==> config.mk <==
export PLATFORM = sky130hd
export DESIGN_NAME = excess3_to_bcd_stream
export DESIGN_NICKNAME = d
export VERILOG_FILES = /design/src/rtl/excess3_pkg.sv /design/src/rtl/excess3_digit_decode.sv /design/src/rtl/excess3_to_bcd_stream.sv
export SDC_FILE = /design/constraint.sdc
export NUM_CORES = 1
export LEC_CHECK = 0
export CELL_PAD_IN_SITES_DETAIL_PLACEMENT = 0
export CELL_PAD_IN_SITES_GLOBAL_PLACEMENT = 1
export CORE_ASPECT_RATIO = 0.6
export CORE_MARGIN = 2
export CORE_UTILIZATION = 25
export CTS_BUF_LIST = sky130_fd_sc_hd__clkbuf_8
export DETAILED_ROUTE_END_ITERATION = 8
export HOLD_SLACK_MARGIN = 0.05
export PLACE_DENSITY = 0.57
export SLEW_MARGIN = 0
export SYNTH_ARGS = -nofsm -noshare
export SYNTH_HDL_FRONTEND = slang
export SYNTH_SLANG_ARGS = --single-unit
export TNS_END_PERCENT = 100
==> constraint.sdc <==
create_clock -name clk -period 1.3 [get_ports clk]
set_input_delay 0.26 -clock clk [delete_from_list [all_inputs] [get_ports clk]]
set_output_delay 0.26 -clock clk [all_outputs]
set_load 0.005 [all_outputs]
==> src/rtl/excess3_pkg.sv <==
// Shared constants and types for the Excess-3 to BCD stream packer.
// Imported by the digit decoder and the top level.
package excess3_pkg;

  localparam logic [3:0] E3_OFFSET = 4'd3;
  localparam logic [3:0] E3_MIN    = 4'h3;
  localparam logic [3:0] E3_MAX    = 4'hC;

  typedef enum logic [0:0] {
    IDLE    = 1'b0,
    COLLECT = 1'b1
  } state_t;

endpackage

==> src/rtl/excess3_digit_decode.sv <==
// Combinational Excess-3 digit decoder.
// Invalid codes decode to zero and raise the invalid flag.
module excess3_digit_decode
  import excess3_pkg::*;
(
  input  logic [3:0] code,
  output logic [3:0] bcd,
  output logic       invalid
);

  // Range check then subtract the Excess-3 bias
  always_comb begin
    invalid = (code < E3_MIN) || (code > E3_MAX);
    bcd     = invalid ? 4'h0 : code - E3_OFFSET;
  end

endmodule

==> src/rtl/excess3_to_bcd_stream.sv <==
// Packs a stream of Excess-3 digits into NUM_DIGITS-wide BCD words
// with a one-deep output register and valid/ready on both sides.
module excess3_to_bcd_stream
  import excess3_pkg::*;
#(
  parameter int NUM_DIGITS = 4
) (
  input  logic                    clk,
  input  logic                    rst,
  input  logic                    in_valid,
  input  logic [3:0]              in_digit,
  output logic                    in_ready,
  output logic                    out_valid,
  output logic [4*NUM_DIGITS-1:0] out_bcd,
  output logic                    out_err,
  input  logic                    out_ready
);

  localparam int W  = 4 * NUM_DIGITS;
  localparam int CW = $clog2(NUM_DIGITS);
  localparam logic [CW-1:0] LAST = CW'(NUM_DIGITS - 1);

  state_t          state;
  logic [CW-1:0]   cnt;
  logic [W-5:0]    acc;
  logic            err_acc;
  logic [3:0]      dig;
  logic            inv;
  logic            in_fire;
  logic            word_done;
  logic [W-1:0]    word;

  excess3_digit_decode u_dec (
    .code    (in_digit),
    .bcd     (dig),
    .invalid (inv)
  );

  assign in_ready  = !out_valid || out_ready;
  assign in_fire   = in_valid && in_ready;
  assign word_done = in_fire && (state == COLLECT) && (cnt == LAST);
  assign word      = {acc, dig};

  // Collect digits; clear the partial word once it is complete
  always_ff @(posedge clk or posedge rst) begin
    if (rst) begin
      state   <= IDLE;
      cnt     <= '0;
      acc     <= '0;
      err_acc <= 1'b0;
    end else if (in_fire) begin
      if (word_done) begin
        state   <= IDLE;
        cnt     <= '0;
        acc     <= '0;
        err_acc <= 1'b0;
      end else begin
        state   <= COLLECT;
        cnt     <= cnt + CW'(1);
        acc     <= word[W-5:0];
        err_acc <= err_acc | inv;
      end
    end
  end

  // Output register: load on completion, drop valid on transfer
  always_ff @(posedge clk or posedge rst) begin
    if (rst) begin
      out_valid <= 1'b0;
      out_bcd   <= '0;
      out_err   <= 1'b0;
    end else if (word_done) begin
      out_valid <= 1'b1;
      out_bcd   <= word;
      out_err   <= err_acc | inv;
    end else if (out_valid && out_ready) begin
      out_valid <= 1'b0;
    end
  end

endmodule

==> impl_results.md, run 1 <==
- Status: complete, but fails checks
- Failing checks: setup timing
- Post-synth top area share: 0.6044
- Die extent in x: 100.9 um
- Worst Path Max Fanout: 5
- Adder-cell share of the synthesized area: 0.02667
- Reg-to-reg slack, setup: -20 ps
- Critical Path Max Stage Delay: 360 ps
- #FFs+latches synth: 34
- Crit path capture type: register
- Dominant cells by area after synthesis: dfrtp_1, nand2_1, a22o_1
- Grt ovf: 0
- Total chip power: 3.876 mW
- Pins Over Slew Limit: 0
- CP max stage cell: dfrtp_1
- Clock sink count: 34
- Cell Rows: 21
- Clock Path Buffers: 2
- RR Startpoint: cnt[0]
- WL final: 3.148 mm
- P_sw: 1.198 mW
- Initial core utilization: 0.2563
- Gate power share: 0.358
- CTS Hold Bufs: 0
- Largest net degree at the start of global routing: 35
- HPWL after DPL: 2.179 mm
- Worst-path cell chain: ha_2 -> and2_4 -> and3_4 -> mux2_4
- Max H-tree Level: 2
- Worst slew margin: 0.8154
- Yosys cell types: 28
- Setup TNS: -18.37 ps
- Compound-Gate Fraction of Synth Area: 0.1084
- Net Count, Synth: 140
- TritonRoute pass-1 iters: 5
- RSZ-0062 raised after global routing: true
- Measured slew at the worst slew-check pin: 275.7 ps
- Switching share of total power: 0.3091
- I/O pin total: 27
- CTS Root Cell: clkbuf_8
- Mapped Cells: 129
- Maximum vdd drop: 0.5268 mV
- Vias in the first global route: 1,189
- Cell taking the most area after synthesis: dfrtp_1
- Worst Path Arrival: 1480 ps
- Crit path time final: 1318 ps
- Post-Synth Simple-Gate Area: 0.1920
- Reg2reg end: out_bcd[3]
- Avg Synthesized Cell Area: 10.91 um^2
- Commonest non-fill, non-tap cell in the layout: nand2_1
- Vias/cell: 4.437
- Cell area power density: 1935 mW/mm^2
- Die H: 62.13 um
- DRC Markers: 0
- Clock power share: 0.201
- Tcrit/Tclk final: 1.014
- Endpoints failing setup: 1
- Worst slack at placement: -601.5 ps
- Mapped Area: 0.001408 mm^2
- Inserted Clock Buffers: 5
- First-pass GRT wire length: 5.602 mm
- Die Area: 0.006267 mm^2
- Flop pwr share: 0.441
- All-Layer GR Usage: 0.1135
- Final hold violation count: 0
- Final ANT Viol Nets: 0
- NumNets Final: 186
- Fin util: 0.3648
- Layout cells sized above 1: 0.2500
- Seq/Total Area, Yosys: 0.6044
- Inserted Diodes: 0
- CTS tree: yes
- Reg2reg path depth: 4
- Routed WL per cell: 12.85 um
- Clk slew on worst S/H paths: 70 ps
- Leakage power total: 1.040 nW
- Mux contribution to synthesized area: 0.02667
- Achievable Freq: 758.5 MHz
- Inst Count DP: 231
- # port buffers: 26
- Setup WS post-layout: -18.37 ps
- Worst skew pair latency: 280 ps
- Via count: 1,087
- Main combinational cell family by area after synthesis: simple AND/OR/NAND/NOR gates
- XOR/XNOR Fraction of Synth Area: 0
- GPL Wtd Cong: 0.7707
- Core Area: 0.005492 mm^2
- Max Cap Viol: 0
- CP Launch Type: register
- WS Path Type: register to register
- Initial antenna violation count: 0
- Type of the most critical hold path: input port to asynchronous set/reset pin
- Commonest cells after routing, fill and taps aside: nand2_1, dfrtp_1, dlygate4sd2_1
- Iter 0 DRT Violations: 28
- Required @ worst endpoint: 1470 ps
- Layout area overhead: 42.31%
- Yosys warns: 0
- Final cell count without fillers: 245
- Post-route clock skew: 3.896 ps
- Int Pwr: 2.678 mW
==> state kept, by name (all words and copies together), names as in the netlist <==
register,flops
state,1
acc,12
out_valid,1
cnt,2
err_acc,1
out_err,1
out_bcd,16
==> power by group through the flow <==
| stage | sequential [mW] | combinational [mW] | clock (mW) |
|---|---|---|---|
| after global placement | 1.72 | 1.36 | 0 |
| after detailed placement | 1.75 | 1.39 | 0 |
| after CTS | 1.72 | 1.32 | 0.812 |
| final | 1.71 | 1.39 | 0.780 |
| after floorplan | 1.70 | 0.677 | 0 |
| after global routing | 1.78 | 1.56 | 0.857 |
==> worst max-delay path, delay by kind of cell, from the launching register on <==
family	cells	cell delay, ps
adders and majority gates	1	170
DFF	1	360
muxes	1	300
and+or+nand+nor	2	380
==> cell type report <==
type / instances / area (um^2)
inverter: 3 / 11.26
timing repair buffer: 45 / 417.9
fill: 561 / 3488
sequential: 34 / 850.8
multi-input combinational: 86 / 545.5
tap: 69 / 86.33
clock inverter: 2 / 8.758
clock buffer: 6 / 82.58
==> worst max-delay path by stage <==
stage                startpoint         end  slack (ps)
detailed placement  in_digit[0]     out_err        -600
CTS                      cnt[0]  out_bcd[3]         -10
global placement    in_digit[0]     out_err        -470
global route             cnt[0]  out_bcd[3]         -70
floorplan                cnt[1]  out_bcd[3]         -30
finish                   cnt[0]  out_bcd[3]         -20
==> cells by family (layout without fill, tap and decap cells) <==
family / count (synthesis) / count (layout)
buf+inv: 9 / 56
compound gates: 19 / 19
flops: 34 / 34
mux: 3 / 3
simple gates: 61 / 61
fa+ha+maj: 3 / 3
==> per-stage QoR <==
step,area [um^2],hold slack (ps)
6_report,2003,333.3
3_5_place_dp,1834,462.5
2_1_floorplan,1413,367.3
5_1_grt,2003,356.0
3_3_place_gp,1834,456.5
4_1_cts,1939,341.4
==> Yosys cell counts <==
cell type and number:
o21ai_0 1, nand3_2 1, nor2b_1 1, dfrtp_1 34, nand3_1 3, nand2_2 1, nor3_1 1, nand2_1 46
a21oi_1 2, mux2_4 1, a22o_1 10, o21a_1 1, o211ai_1 1, nand2b_1 1, and3_4 1, ha_1 3
buf_4 2, nor2_1 3, o22ai_1 1, inv_1 3, a32o_1 2, nand2b_4 1, buf_6 2, and2_1 1
mux2_2 2, nor2_2 1, o22a_1 1, buf_2 2
==> routing by layer <==
| layer | GRT usage | vias up | wire [um] |
|---|---|---|---|
| li1 | - | 527 | - |
| met1 | 0.1522 | 530 | 1608 |
| met2 | 0.1725 | 30 | 1365 |
| met3 | 0.04617 | 0 | 174 |
| met4 | 0.02397 | 0 | 0 |
| met5 | 0 | - | 0 |
==> what timing repair did <==
item,CTS,global route
setup endpoints to repair,39,33
hold endpoints to repair,0,0
setup buffers,3,3
pin swaps,2,3
gates resized for setup,31,8
(Power assumes the default switching activity.)
==> run 2, diff against run 1 <==
- CORE_UTILIZATION: 25 -> 37
- PLACE_DENSITY: 0.57 -> default
- PLACE_DENSITY_LB_ADDON: default -> 0.1
- SLEW_MARGIN: 0 -> 20
==> impl_results.md, run 2 (synthesized netlist as in run 1, its figures left out) <==
- Status: complete, but fails checks
- Failing checks: setup timing
- Post-route clock skew: 7.719 ps
- Initial core utilization: 0.3847
- Inst Count DP: 209
- DRC Markers: 0
- Die H: 51.78 um
- GPL Wtd Cong: 0.8612
- Leakage power total: 1.058 nW
- # port buffers: 26
- Inserted Diodes: 0
- GRT met1 Usage: 0.2061
- Cell Rows: 17
- Die Area: 0.004330 mm^2
- Reg2reg path depth: 4
- CTS Root Cell: clkbuf_8
- Endpoints failing setup: 1
- CP max stage cell: dfrtp_1
- NumNets Final: 188
- RR Startpoint: cnt[1]
- Tcrit/Tclk final: 1.006
- Reg2reg end: out_bcd[3]
- Worst skew pair latency: 290 ps
- Routed WL per cell: 12.80 um
- Met2 global-route usage: 0.2253
- Biggest regs: out_bcd x16, acc x12, cnt x2
- Setup WS post-layout: -8.301 ps
- CTS tree: yes
- HPWL after DPL: 1.981 mm
- Critical Path Max Stage Delay: 360 ps
- Maximum vdd drop: 1.025 mV
- Max H-tree Level: 2
- CP bufs+invs: 0
- Worst Path Max Fanout: 5
- Top Usage Layer GRT: met2
- Via count: 1,084
- Top delay family on crit path: simple AND/OR/NAND/NOR gates
- Iter 0 DRT Violations: 50
- Register with the most flip-flops: out_bcd
- Clock sink count: 34
- Initial antenna violation count: 0
- Type of the most critical hold path: input port to asynchronous set/reset pin
- Setup TNS: -8.301 ps
- Worst Path Arrival: 1490 ps
- Fillers: 341
- Achievable Freq: 764.4 MHz
- Worst-path cell chain: ha_2 -> and2_4 -> and3_4 -> mux2_4
- Crit path time final: 1308 ps
- Clock Path Buffers: 2
- WL final: 2.881 mm
- Layout cells sized above 1: 0.2584
- CP Launch Type: register
- Commonest non-fill, non-tap cell in the layout: nand2_1
- Grt ovf: 0
- Inserted Clock Buffers: 5
- Required @ worst endpoint: 1480 ps
- Pins Over Slew Limit: 0
- Reg-to-reg slack, setup: -8 ps
- RSZ-0062 raised after global routing: true
- WS Path Type: register to register
- I/O pin total: 27
- Largest net degree at the start of global routing: 35
- Vias/cell: 4.818
- Final hold violation count: 0
- TritonRoute pass-1 iters: 4
- Crit path capture type: register
- Final cell count without fillers: 225
- Core Area: 0.003659 mm^2
- Clk slew on worst S/H paths: 70 ps
- Final Hold Slack: 320.5 ps
- Measured slew at the worst slew-check pin: 383.0 ps
- All-Layer GR Usage: 0.1557
- Vias in the first global route: 1,103
- Commonest cells after routing, fill and taps aside: nand2_1, dfrtp_1, dlygate4sd2_1
- Max FFs per register: 16
- Fin util: 0.5441
- Cell area power density: 2036 mW/mm^2
- Critical path origin: cnt[1]
- Layout area overhead: 41.42%
- Met3 Usage GRT: 0.05238
- Max Cap Viol: 0
- First-pass GRT wire length: 5.050 mm
- Worst slew margin: 0.7427
- Final ANT Viol Nets: 0
- Die extent in x: 83.63 um
- Total chip power: 4.052 mW
==> run 2: metal layers <==
layer	vias to the layer above	share of wire
li1	534	-
met1	522	0.50
met2	24	0.44
met3	4	0.048
met4	0	0.012
met5	-	0
==> run 2: repair_timing <==
action / in CTS / in global routing
setup endpoints to repair: 38 / 33
pin swaps: 4 / 2
hold buffers: 0 / 0
gates resized for setup: 30 / 7
setup buffers: 6 / 2
==> run 2: worst max-delay path by stage <==
stage | slack, ps | cells after the start | end
after floorplan | -30 | 5 | out_bcd[3]
after global placement | -460 | 7 | out_err
after detailed placement | -540 | 7 | out_err
after CTS | -10 | 4 | out_bcd[3]
after global routing | -60 | 4 | out_bcd[3]
final | -8 | 4 | out_bcd[3]
==> run 2: cell type report <==
type / count / area (um^2) / area share
Clock buffer: 5 / 68.82 / 0.03457
Clock inverter: 3 / 40.04 / 0.02011
Inverter: 3 / 11.26 / 0.005657
Multi-Input combinational cell: 86 / 531.8 / 0.2671
Sequential cell: 34 / 850.8 / 0.4274
Tap cell: 47 / 58.81 / 0.02954
Timing Repair Buffer: 47 / 429.2 / 0.2156
==> run 2: power breakdown <==
part | internal [mW] | switching, mW
sequential | 1.46 | 0.217
clock | 0.564 | 0.391
combinational | 0.827 | 0.592
==> run 2: metrics by stage <==
stage	setup WS, ps	area (um^2)
4_1_cts	-9.572	1937
2_1_floorplan	-27.90	1413
6_report	-8.301	1991
3_5_place_dp	-535.2	1794
3_3_place_gp	-462.3	1794
5_1_grt	-62.27	1991
==> run 2: worst register-to-register path, stage by stage, from the launching register on <==
cell and delay, ps:
dfrtp_1 360, ha_2 160, and2_4 160, and3_4 220, mux2_4 300
==> run 3, diff against run 2 <==
- CORE_UTILIZATION: 37 -> 38
- HOLD_SLACK_MARGIN: 0.05 -> default
- SYNTH_HIERARCHICAL: default -> 1
==> impl_results.md, run 3 <==
- Worst Path Max Fanout: 8
- WS Path Type: register to register
- Achievable Freq: 720.0 MHz
- Most used DFF post-synth: dfrtp_1
- Main combinational cell family by area after synthesis: multiplexers
- HPWL after DPL: 1.807 mm
- Top delay family on crit path: flip-flops
- Critical path origin: cnt[1]
- Post-route clock skew: 7.806 ps
- Commonest non-fill, non-tap cell in the layout: dfrtp_1
- Initial core utilization: 0.3928
- Vias in the first global route: 936
- Synth cell count leaders: dfrtp_1, a22o_1, mux2_2
- Most numerous cell in the Yosys netlist: dfrtp_1
- Clk slew on worst S/H paths: 70 ps
- All-Layer GR Usage: 0.1468
- Crit path capture type: register
- Crit path time final: 1389 ps
- XOR/XNOR Fraction of Synth Area: 0
- Worst Path Arrival: 1560 ps
- RR Startpoint: cnt[1]
- Ys async rst share: 1.000
- Max H-tree Level: 2
- Dominant cells by area after synthesis: dfrtp_1, mux2_2, mux2_4
- NumNets Final: 167
- Die extent in x: 83.17 um
- Mux contribution to synthesized area: 0.1673
- Die Area: 0.004283 mm^2
- Cell area power density: 1994 mW/mm^2
- Critical Path Max Stage Delay: 390 ps
- Initial antenna violation count: 0
- Register with the most flip-flops: out_bcd
- Final cell count without fillers: 204
- Grt ovf: 0
- Max Cap Viol: 0
- Yosys warns: 6
- Clock Path Buffers: 2
- I/O pin total: 27
- Measured slew at the worst slew-check pin: 286.6 ps
- Pins Over Slew Limit: 0
- Compound-Gate Fraction of Synth Area: 0.1033
- Mapped Cells: 100
- Required @ worst endpoint: 1470 ps
- CTS Root Cell: clkbuf_8
- Leakage power total: 1.167 nW
- Largest net degree at the start of global routing: 35
- Via count: 960
- Core Area: 0.003637 mm^2
- Post-Synth Simple-Gate Area: 0.07180
- Inserted Diodes: 0
- #FFs+latches synth: 34
- Type of the most critical hold path: input port to asynchronous set/reset pin
- Die H: 51.50 um
- DRC Markers: 0
- Inserted Clock Buffers: 5
- TritonRoute pass-1 iters: 4
- Endpoints failing setup: 27
- EDFF count, synth: 0
- CP Launch Type: register
- Failing checks: setup timing
- Worst slew margin: 0.8081
- Net Count, Synth: 111
- WL final: 2.799 mm
- Clock sink count: 34
- CP bufs+invs: 1
- RSZ-0062 raised after global routing: true
- Inst Count DP: 184
- Worst skew pair latency: 290 ps
- Commonest cells after routing, fill and taps aside: dfrtp_1, dlygate4sd2_1, mux2_4
- First-pass GRT wire length: 4.643 mm
- Cell taking the most area after synthesis: dfrtp_1
- Routed WL per cell: 13.72 um
- Layout cells sized above 1: 0.4204
- # port buffers: 26
- Worst slack at placement: -520.5 ps
- Setup WS post-layout: -88.80 ps
- Biggest regs: out_bcd x16, acc x12, cnt x2
- Yosys cell types: 24
- Status: complete, but fails checks
- GPL Wtd Cong: 0.7490
- Cell Rows: 17
- Max FFs per register: 16
- CP max stage cell: dfrtp_1
- Worst-path cell chain: ha_2 -> and2_4 -> nand3_4 -> buf_12 -> mux2_4
- Adder-cell share of the synthesized area: 0.02627
- Vias/cell: 4.706
- Mapped Area: 0.001429 mm^2
- Tcrit/Tclk final: 1.068
- Avg Synthesized Cell Area: 14.29 um^2
- Fin util: 0.5934
- Layout area overhead: 51.05%
- Maximum vdd drop: 0.9569 mV
- Final hold violation count: 0
- CTS tree: yes
- Seq/Total Area, Yosys: 0.5954
- Final ANT Viol Nets: 0
- Post-synth top area share: 0.5954
- Iter 0 DRT Violations: 26
-- run 3: changes by cell type after synthesis, moves of 2 or more --
cell	before	now
nand2_1	46	4
mux2_2	2	11
mux2_4	1	7
a21oi_1	2	0
a22o_1	10	12
a31oi_1	0	2
a32o_1	2	0
buf_4	2	0
inv_1	3	5
-- run 3: logic make-up after synthesis --
logic type	Yosys count
compound gates	18
fa+ha+maj	3
buf+inv	9
flops	34
mux	19
simple gates	17
-- run 3: path summary, 6_finish.rpt --
| check | end | slack (ps) | cells after the start |
|---|---|---|---|
| max | out_bcd[8] | -90 | 5 |
| min | out_bcd[15] | 300 | 3 |
| max reg2reg | out_bcd[8] | -90 | 5 |
| min reg2reg | acc[9] | 500 | 1 |
| max in group asynchronous | acc[8] | 810 | 3 |
| min in group clk | acc[0] | 470 | 4 |
-- run 3: through the flow --
step	setup TNS [ps]	instance area (um^2)	power, mW	hold WS [ps]
after floorplan	-350.9	1438	2.453	357.4
after global placement	-14000	1871	3.196	485.5
after detailed placement	-14270	1871	3.239	491.3
after CTS	-1458	2116	4.306	307.7
after global routing	-2766	2158	4.588	362.0
final	-1418	2158	4.303	304.9
-- run 3: worst reg2reg max path, delay by kind of cell (launching register included) --
kind	cells	cell delay, ps
adder cells (fa/ha/maj)	1	180
buffers and inverters	1	160
flip-flops	1	390
multiplexers	1	300
AND/OR/NAND/NOR	2	250
-- run 3: final cells by class --
class | count | area (um^2)
inverter | 5 | 18.77
tap | 47 | 58.81
sequential | 34 | 850.8
clock buffer | 6 | 82.58
multi-input combinational | 57 | 591.8
timing repair buffer | 53 | 543.0
fill | 302 | 1479
clock inverter | 2 | 12.51
-- run 3: power breakdown --
group	switching, mW	internal, mW	total, mW
logic	0.588	1.20	1.79
registers	0.245	1.46	1.71
clock network	0.382	0.425	0.807
-- run 3: what timing repair did --
action / 4_1_cts / 5_1_grt
setup buffers: 9 / 2
hold buffers: 0 / 0
pin swaps: 1 / 3
endpoints found under the setup margin: 52 / 34
gates cloned: 2 / 0
resized for setup: 50 / 14
-- run 3: metal layers --
metal / track usage / part of all wire / up-vias
li1: - / - / 468
met1: 0.2085 / 0.50 / 462
met2: 0.1989 / 0.42 / 25
met3: 0.04603 / 0.055 / 5
met4: 0.08197 / 0.016 / 0
met5: 0 / 0 / -
